File: src/rtl/mips_cpu_bus_core.sv
// Multi-cycle MIPS-I subset CPU on a single Avalon-style bus (fetch and data share the port).
// Define MIPS_BYTE_ACCESS_EN to add LB/LBU/LH/LHU/SB/SH; otherwise those opcodes are NOPs.
module mips_cpu_bus_core #(
    parameter logic [31:0] RESET_VECTOR = 32'hBFC0_0000,
    parameter logic [31:0] HALT_ADDRESS = 32'h0000_0000
) (
    input  logic        clk,
    input  logic        reset,
    output logic        active,
    output logic [31:0] register_v0,
    output logic [31:0] address,
    output logic        write,
    output logic        read,
    input  logic        waitrequest,
    output logic [31:0] writedata,
    output logic [3:0]  byteenable,
    input  logic [31:0] readdata
);
    typedef enum logic [2:0] {FETCH, FETCH_WAIT, EXEC, MEM, MEM_WAIT, HALTED} state_t;

    localparam logic [5:0] OP_SPECIAL = 6'h00, OP_J = 6'h02, OP_JAL = 6'h03, OP_BEQ = 6'h04,
                           OP_BNE = 6'h05, OP_BLEZ = 6'h06, OP_BGTZ = 6'h07, OP_ADDIU = 6'h09,
                           OP_SLTI = 6'h0A, OP_SLTIU = 6'h0B, OP_ANDI = 6'h0C, OP_ORI = 6'h0D,
                           OP_XORI = 6'h0E, OP_LUI = 6'h0F, OP_LB = 6'h20, OP_LH = 6'h21,
                           OP_LW = 6'h23, OP_LBU = 6'h24, OP_LHU = 6'h25, OP_SB = 6'h28,
                           OP_SH = 6'h29, OP_SW = 6'h2B;
    localparam logic [5:0] F_SLL = 6'h00, F_SRL = 6'h02, F_SRA = 6'h03, F_SLLV = 6'h04,
                           F_SRLV = 6'h06, F_SRAV = 6'h07, F_JR = 6'h08, F_JALR = 6'h09,
                           F_ADDU = 6'h21, F_SUBU = 6'h23, F_AND = 6'h24, F_OR = 6'h25,
                           F_XOR = 6'h26, F_NOR = 6'h27, F_SLT = 6'h2A, F_SLTU = 6'h2B;

    state_t      state, state_next;
    logic [31:0] pc, ir, branch_target;
    logic        branch_pending;
    logic [31:0] regs [32];

    logic [5:0]  opcode, funct;
    logic [4:0]  rs, rt, rd, shamt;
    logic [31:0] rs_val, rt_val, simm, zimm, pc_plus4, ea;

    assign opcode   = ir[31:26];
    assign rs       = ir[25:21];
    assign rt       = ir[20:16];
    assign rd       = ir[15:11];
    assign shamt    = ir[10:6];
    assign funct    = ir[5:0];
    assign rs_val   = regs[rs];
    assign rt_val   = regs[rt];
    assign simm     = {{16{ir[15]}}, ir[15:0]};
    assign zimm     = {16'h0000, ir[15:0]};
    assign pc_plus4 = pc + 32'd4;
    assign ea       = rs_val + simm;

    assign register_v0 = regs[2];

    logic        exec_wb_en, take, mem_op, mem_load;
    logic [4:0]  exec_wb_idx;
    logic [31:0] exec_wb_data, target;

    always_comb begin
        exec_wb_en   = 1'b0;
        exec_wb_idx  = rd;
        exec_wb_data = '0;
        take         = 1'b0;
        target       = pc_plus4 + {simm[29:0], 2'b00};
        mem_op       = 1'b0;
        mem_load     = 1'b0;
        case (opcode)
            OP_SPECIAL: begin
                exec_wb_en = 1'b1;
                case (funct)
                    F_SLL:  exec_wb_data = rt_val << shamt;
                    F_SRL:  exec_wb_data = rt_val >> shamt;
                    F_SRA:  exec_wb_data = 32'($signed(rt_val) >>> shamt);
                    F_SLLV: exec_wb_data = rt_val << rs_val[4:0];
                    F_SRLV: exec_wb_data = rt_val >> rs_val[4:0];
                    F_SRAV: exec_wb_data = 32'($signed(rt_val) >>> rs_val[4:0]);
                    F_JR: begin
                        exec_wb_en = 1'b0;
                        take       = 1'b1;
                        target     = rs_val;
                    end
                    F_JALR: begin
                        take         = 1'b1;
                        target       = rs_val;
                        exec_wb_data = pc + 32'd8;
                    end
                    F_ADDU: exec_wb_data = rs_val + rt_val;
                    F_SUBU: exec_wb_data = rs_val - rt_val;
                    F_AND:  exec_wb_data = rs_val & rt_val;
                    F_OR:   exec_wb_data = rs_val | rt_val;
                    F_XOR:  exec_wb_data = rs_val ^ rt_val;
                    F_NOR:  exec_wb_data = ~(rs_val | rt_val);
                    F_SLT:  exec_wb_data = {31'b0, $signed(rs_val) < $signed(rt_val)};
                    F_SLTU: exec_wb_data = {31'b0, rs_val < rt_val};
                    default: exec_wb_en = 1'b0;
                endcase
            end
            OP_J: begin
                take   = 1'b1;
                target = {pc_plus4[31:28], ir[25:0], 2'b00};
            end
            OP_JAL: begin
                take         = 1'b1;
                target       = {pc_plus4[31:28], ir[25:0], 2'b00};
                exec_wb_en   = 1'b1;
                exec_wb_idx  = 5'd31;
                exec_wb_data = pc + 32'd8;
            end
            OP_BEQ:  take = (rs_val == rt_val);
            OP_BNE:  take = (rs_val != rt_val);
            OP_BLEZ: take = rs_val[31] || (rs_val == '0);
            OP_BGTZ: take = !rs_val[31] && (rs_val != '0);
            OP_ADDIU, OP_SLTI, OP_SLTIU, OP_ANDI, OP_ORI, OP_XORI, OP_LUI: begin
                exec_wb_en  = 1'b1;
                exec_wb_idx = rt;
                case (opcode)
                    OP_ADDIU: exec_wb_data = rs_val + simm;
                    OP_SLTI:  exec_wb_data = {31'b0, $signed(rs_val) < $signed(simm)};
                    OP_SLTIU: exec_wb_data = {31'b0, rs_val < simm};
                    OP_ANDI:  exec_wb_data = rs_val & zimm;
                    OP_ORI:   exec_wb_data = rs_val | zimm;
                    OP_XORI:  exec_wb_data = rs_val ^ zimm;
                    default:  exec_wb_data = {ir[15:0], 16'h0000};
                endcase
            end
            OP_LW: begin
                mem_op   = 1'b1;
                mem_load = 1'b1;
            end
            OP_SW: mem_op = 1'b1;
`ifdef MIPS_BYTE_ACCESS_EN
            OP_LB, OP_LBU: begin
                mem_op   = 1'b1;
                mem_load = 1'b1;
            end
            // Misaligned halfwords skip the bus entirely and retire as NOPs.
            OP_LH, OP_LHU: begin
                mem_op   = !ea[0];
                mem_load = 1'b1;
            end
            OP_SB: mem_op = 1'b1;
            OP_SH: mem_op = !ea[0];
`endif
            default: ;
        endcase
    end

    logic [3:0]  store_be;
    logic [31:0] store_data, load_data;

    always_comb begin
        store_be   = 4'b1111;
        store_data = rt_val;
        load_data  = readdata;
`ifdef MIPS_BYTE_ACCESS_EN
        case (opcode)
            OP_SB: begin
                store_be   = 4'b0001 << ea[1:0];
                store_data = {4{rt_val[7:0]}};
            end
            OP_SH: begin
                store_be   = ea[1] ? 4'b1100 : 4'b0011;
                store_data = {2{rt_val[15:0]}};
            end
            default: ;
        endcase
        case (opcode)
            OP_LB:   load_data = 32'($signed(readdata[8*ea[1:0] +: 8]));
            OP_LBU:  load_data = {24'h0, readdata[8*ea[1:0] +: 8]};
            OP_LH:   load_data = 32'($signed(readdata[16*ea[1] +: 16]));
            OP_LHU:  load_data = {16'h0, readdata[16*ea[1] +: 16]};
            default: ;
        endcase
`endif
    end

    logic        wb_en;
    logic [4:0]  wb_idx;
    logic [31:0] wb_data;

    always_comb begin
        wb_en   = 1'b0;
        wb_idx  = exec_wb_idx;
        wb_data = exec_wb_data;
        if (state == EXEC) begin
            wb_en = exec_wb_en;
        end else if (state == MEM_WAIT) begin
            wb_en   = 1'b1;
            wb_idx  = rt;
            wb_data = load_data;
        end
    end

    always_ff @(posedge clk or negedge reset) begin
        if (!reset) begin
            state <= FETCH;
        end else begin
            state <= state_next;
        end
    end

    always_comb begin
        state_next = state;
        read       = 1'b0;
        write      = 1'b0;
        address    = pc;
        byteenable = '0;
        writedata  = '0;
        active     = (state != HALTED);
        case (state)
            FETCH: begin
                if (pc == HALT_ADDRESS) begin
                    state_next = HALTED;
                end else begin
                    read       = 1'b1;
                    byteenable = 4'b1111;
                    if (!waitrequest) state_next = FETCH_WAIT;
                end
            end
            FETCH_WAIT: state_next = EXEC;
            EXEC:       state_next = mem_op ? MEM : FETCH;
            MEM: begin
                address = ea & 32'hFFFF_FFFC;
                if (mem_load) begin
                    read       = 1'b1;
                    byteenable = 4'b1111;
                end else begin
                    write      = 1'b1;
                    byteenable = store_be;
                    writedata  = store_data;
                end
                if (!waitrequest) state_next = mem_load ? MEM_WAIT : FETCH;
            end
            MEM_WAIT: state_next = FETCH;
            HALTED:   state_next = HALTED;
            default:  state_next = FETCH;
        endcase
        // Reset forces FETCH, so requests are masked directly while it is held.
        if (!reset) begin
            read       = 1'b0;
            write      = 1'b0;
            byteenable = '0;
        end
    end

    always_ff @(posedge clk or negedge reset) begin
        if (!reset) begin
            pc             <= RESET_VECTOR;
            ir             <= '0;
            branch_pending <= 1'b0;
            branch_target  <= '0;
            for (int unsigned i = 0; i < 32; i++) regs[i] <= '0;
        end else begin
            if (state == FETCH_WAIT) ir <= readdata;
            if (state == EXEC) begin
                pc             <= branch_pending ? branch_target : pc_plus4;
                branch_pending <= take;
                branch_target  <= target;
            end
            if (wb_en && (wb_idx != 5'd0)) regs[wb_idx] <= wb_data;
        end
    end
endmodule

File: config.mk
export PLATFORM = sky130hd
export DESIGN_NAME = mips_cpu_bus_core
export DESIGN_NICKNAME = d
export VERILOG_FILES = /design/src/rtl/mips_cpu_bus_core.sv
export SDC_FILE = /design/constraint.sdc
export NUM_CORES = 2
export LEC_CHECK = 0
export BUFFER_PORTS_ARGS = -buffer_cell sky130_fd_sc_hd__clkbuf_2
export CAP_MARGIN = 20
export CORE_ASPECT_RATIO = 1.5
export CORE_MARGIN = 3
export CORE_UTILIZATION = 51
export CTS_CLUSTER_SIZE = 40
export DETAILED_ROUTE_END_ITERATION = 12
export PLACE_DENSITY = 0.69
export SLEW_MARGIN = 20
export SYNTH_ARGS = -nofsm -noshare
export SYNTH_HDL_FRONTEND = slang
export SYNTH_SLANG_ARGS = --single-unit
export TNS_END_PERCENT = 5
File: constraint.sdc
create_clock -name clk -period 8.4 [get_ports clk]
set_input_delay 1.68 -clock clk [delete_from_list [all_inputs] [get_ports clk]]
set_output_delay 1.68 -clock clk [all_outputs]
set_load 0.1 [all_outputs]
* After elaboration in Yosys (flattened, before gate mapping)
Index checks and enable logic that the tools add are counted.
** Storage, ports and cells
- Output and inout port bits :: 103
- Bits in registers :: 1124
- Bits in writable memories :: 0
- Input bits :: 35
- Memory bits (read-only) :: 0
- Latch bits :: 0
- Memories kept :: 0
** Cells by class
- Divide/modulo/power cells :: 0
- Bitwise gates (word level) :: 10
- Add/subtract/negate cells :: 6
- Equal/unequal tests :: 40
- Order comparisons :: 8
- Multiplexer cells :: 47
- Shifts and indexed selects :: 6
- Reductions and logical operators :: 19
- Multiply operators :: 0
** Operator list (number)
- $bwmux 1024 :: 1
- $pmux 32 s15 :: 1
- $mux 32 :: 12
- $bmux 32 s5 :: 2
- $pmux 32 s6 :: 1
- $demux 32 s5 :: 1
- $add 32x32->32 :: 3
- $lt 32x32->1 :: 3
- $pmux 32 s3 :: 1
- $logic_not 32->1 :: 2
- $pmux 32 s2 :: 1
- $shl 32x5->32 :: 2
- $shr 32x5->32 :: 2
- $sshr 32x5->32 :: 2
- $eq 6x6->1 const B :: 10
- $eq 6x4->1 const B :: 9
- $eq 6x3->1 const B :: 7
- $add 32x3->32 const B :: 1
- $add 32x4->32 const B :: 1
- $and 32x16->32 :: 1
- $and 32x32->32 :: 1
- $eq 32x32->1 :: 1
- $lt 32x16->1 :: 1
- $ne 32x32->1 :: 1
- other kinds (37) :: 69

* Depth between registers and ports, before layout
- Depth in word-level cells :: 11
- Gate-level depth with buffers :: 29
- Gate-level depth less buffers :: 21

* Worst setup path before layout
No wires, ideal clock.
- Kind :: reg-to-output
- Start :: register ir[21]
- End :: output port address[30]
- Arrival time :: 8402 ps
- Slack :: -1682 ps
- Stages on the path, launching flop included :: 24
- Path buffers :: 7
- Cells stage by stage :: dfrtp_1 -> buf_4 -> buf_2 -> buf_2 -> buf_2 -> buf_2 -> buf_1 -> mux4_2 -> mux4_2 -> mux2i_1 -> ha_1 -> clkbuf_1 -> a21oi_1 -> nor3_1 -> o311a_1 -> a2111oi_0 -> o221ai_1 -> a311oi_1 -> o21bai_1 -> a21oi_1 -> nor2_1 -> nor2_1 -> xnor2_1 -> o21ai_0
** Between the ends
- Cells in the longest elaborated chain, start to end :: 6
** Ends and longest elaborated chain
- from (decl) :: line 33 : logic [31:0] pc, ir, branch_target;
- from (signal assigned) :: line 255 : if (state == FETCH_WAIT) ir <= readdata;
- $not 5->6 (not written as such) :: line 47 : assign rs_val = regs[rs];
- $bmux 32 s5 :: line 47
- $mux 32 (not written as such) (2 in series) :: line 47
- $add 32x32->32 :: line 52 : assign ea = rs_val + simm;
- $mux 32 :: line 211 : case (state)
- to (decl) :: line 11 : output logic [31:0] address,
Every way passes these cells. The select of a mux whose other input is x is not followed.

* Final worst setup path
Ends and elaborated chain as after synthesis.

==> metrics.md <==
| Metric | Value |
|---|---|
| Crit path DAT | 6.56 ns |
| Seq cells post-synth | 1124 |
| Final worst path period need | 8.24 ns |
| Crit-path leading delay family | compound AO/OA/AOI/OAI gates |
| Slew Limit Fails | 0 |
| Initial Util | 51.5% |
| Port Buffer Count | 137 |
| Dpl cells | 9455 |
| Drt pass-1 iters | 8 |
| Vias per Instance | 7.32 |
| Post-route ant nets | 0 |
| Initial DRC count | 9572 |
| Total die area | 157000 sq um |
| Syn nets | 7880 |
| Die Width | 325 um |
| Yosys top cell area share | 35.9% |
| RSZ-0062 raised after global routing | yes |
| Most used DFF post-synth | dfrtp_1 |
| Syn avg cell area | 10.2 sq um |
| Largest net degree at the start of global routing | 174 |
| Top cell type by total area after synthesis | dfrtp_1 |
| Most frequent CP cell | buf_4 |
| CTS HTree Levels | 3 |
| Worst hold margin | 0.400 ns |
| Fin Clk Skew | 0.0871 ns |
| Crit-path max FO | 25 |
| Post-synth ARST share | 100% |
| EDFF count, synth | 0 |
| Final count of hold timing violations | 0 |
| Total Wirelength | 393000 um |
| Number of buffers on the longest clock path | 3 |
| Crit path kind | reg -> out |
| Status | finished clean |
| Number of global-route vias before repair | 70100 |
| Routed vias | 70900 |
| Final setup viols | 0 |
| Max-slew headroom | 18.0% |
| # fillers | 12900 |
| CTS tree | built |
| Yosys cell types | 100 |
| Final global-route overflow total | 0 |
| Total I/O pin count | 138 |
| Post-route insts no fill | 9689 |
| DP Area | 82300 sq um |
| Fmax | 121 MHz |
| Tot GR Track Use | 49.0% |
| CTS clk-pin slew, worst paths | 0.06 ns |
| Chip Height | 484 um |
| Dpl hpwl | 272000 um |
| Post-synthesis sequential area ratio | 36.2% |
| Top post-synthesis cells by area | dfrtp_1 (36%), mux4_2 (14%), mux2_2 (7.5%) |
| Root buffer cell | clkbuf_16 |
| Hold Buf Count CTS | 0 |
| Top-count cell post-synth | dfrtp_1 |
| Worst-Margin Slew | 1.23 ns |
| Tcrit/Tclk final | 98.1% |
| Worst hold path type | reg -> reg |
| Synth warnings | 0 |
| Worst path slowest cell | mux4_2 |
| DRC errors left | 0 |
| Most common library cells after synthesis | dfrtp_1 (1115), nand2_1 (947), o21ai_0 (726), mux2_2 (519), clkbuf_1 (513) |
| Worst endpoint required time | 6.72 ns |
| Routability-driven placement congestion ratio | 1.08 |
| Design area | 86700 sq um |
| Num CTS Buffers | 109 |
| Core area | 151000 sq um |
| WP buf/inv | 7 |
| Critical path's largest stage delay | 0.53 ns |
| R2R setup slack | 0.47 ns |
| Synth Instances | 7601 |
| First-pass GRT wire length | 545000 um |
| Worst-Skew Late Latency | 0.82 ns |
| Antenna violations before repair | 20 |
| Crit start category | flop |
| Nets | 7838 |
| CP Cell Sequence | buf_12 > buf_4 > buf_16 > mux4_2 > mux4_2 > mux2i_2 > buf_4 > inv_1 > ha_1 > o21a_1 > o2111ai_1 > a21oi_1 > a2111oi_2 > buf_4 > o221ai_1 > a311oi_1 > o21bai_1 > a21oi_1 > nor2_1 > nor2_1 > xnor2_1 > o21ai_2 > buf_12 |
| Area Growth Syn to Fin | 11.7% |
| Mapped Area | 77600 sq um |
| Layout cells sized above 1 | 26.2% |
| Site Rows | 174 |
| Max Cap Viol | 0 |
| Drt wl/cell | 40.6 um |
| Clock Sinks | 1124 |
| Setup crit end kind | output port |
state kept, by name, indices dropped and copies added (netlist names):
name	count
branch_pending	1
branch_target	32
ir	32
pc	32
register_v0	32
regs	992
state	3
per-stage QoR:
stage,worst slack [ns],TNS (ns),util [%]
6_report,0.157,0,57.5
5_1_grt,-0.00733,-0.00733,57.5
4_1_cts,0.00269,0,57.3
3_5_place_dp,0.528,0,54.6
3_3_place_gp,0.507,0,54.6
2_1_floorplan,-0.636,-6.18,-
layer usage:
metal | vias up | GRT usage [%] | wire length, um
met1 | 35700 | 55.5 | 133000
met4 | 12 | 47.6 | 47300
li1 | 28200 | - | -
met3 | 1761 | 15.1 | 42400
met5 | - | 0.612 | 157
met2 | 5302 | 73.0 | 171000
cells by family (layout without fill, tap and decap cells):
logic type                 after synthesis  after routing  share of synthesized area [%]
AOI/OAI and AO/OA                     1917           1917                           15.9
and+or+nand+nor                       1806           1806                           10.1
muxes                                 1421           1421                           26.8
DFF                                   1124           1124                           36.2
buffers and inverters                  952           1006                           5.38
adders and majority gates              244            244                           3.97
xor gates and xnor gates               137            137                           1.55
other                                    0             10                              0
final cells by class:
| cell class | count | area, sq um | area share, % |
|---|---|---|---|
| antenna | 10 | 25.0 | 0.0289 |
| clock buffer | 145 | 3070 | 3.55 |
| clock inverter | 62 | 872 | 1.01 |
| inverter | 163 | 612 | 0.706 |
| multi-input combinational | 5525 | 46000 | 53.0 |
| sequential | 1124 | 28200 | 32.5 |
| tap | 2024 | 2530 | 2.92 |
| timing repair buffer | 636 | 5420 | 6.25 |
worst paths after layout:
| check | cells after the start | startpoint | to |
|---|---|---|---|
| max | 23 | ir[21]$_DFFE_PN0P_ | address[30] |
| min | 0 | regs[1009]$_DFFE_PN0P_ | regs[1009]$_DFFE_PN0P_ |
| max reg2reg | 19 | ir[16]$_DFFE_PN0P_ | regs[699]$_DFFE_PN0P_ |
| min reg2reg | 0 | regs[1009]$_DFFE_PN0P_ | regs[1009]$_DFFE_PN0P_ |
| max in group asynchronous | 4 | reset | regs[924]$_DFFE_PN0P_ |
| min in group asynchronous | 1 | reset | regs[919]$_DFFE_PN0P_ |
cells in the final DEF, fill, tap and decap left out, drive strengths merged, types with 123 or more instances in the layout:
| master | synthesis | layout |
|---|---|---|
| a22oi | 200 | 200 |
| nor2 | 375 | 375 |
| buf | 273 | 517 |
| a21oi | 298 | 298 |
| o21ai | 734 | 734 |
| mux2 | 519 | 519 |
| nand2 | 947 | 947 |
| mux2i | 427 | 427 |
| mux4 | 475 | 475 |
| ha | 240 | 240 |
| nand3 | 123 | 123 |
| inv | 152 | 160 |
| clkbuf | 516 | 264 |
| dfrtp | 1115 | 1115 |
repair_timing:
item	in CTS	in global routing
hold endpoints to repair	0	0
setup buffers	4	6
setup endpoints to repair	4	5
resized for setup	5	27
cloned	0	2
pin swaps	0	1
Power is left out: the tool's default activity adds up to more than one toggle a clock period on the data nets, which glitch-free logic cannot reach.
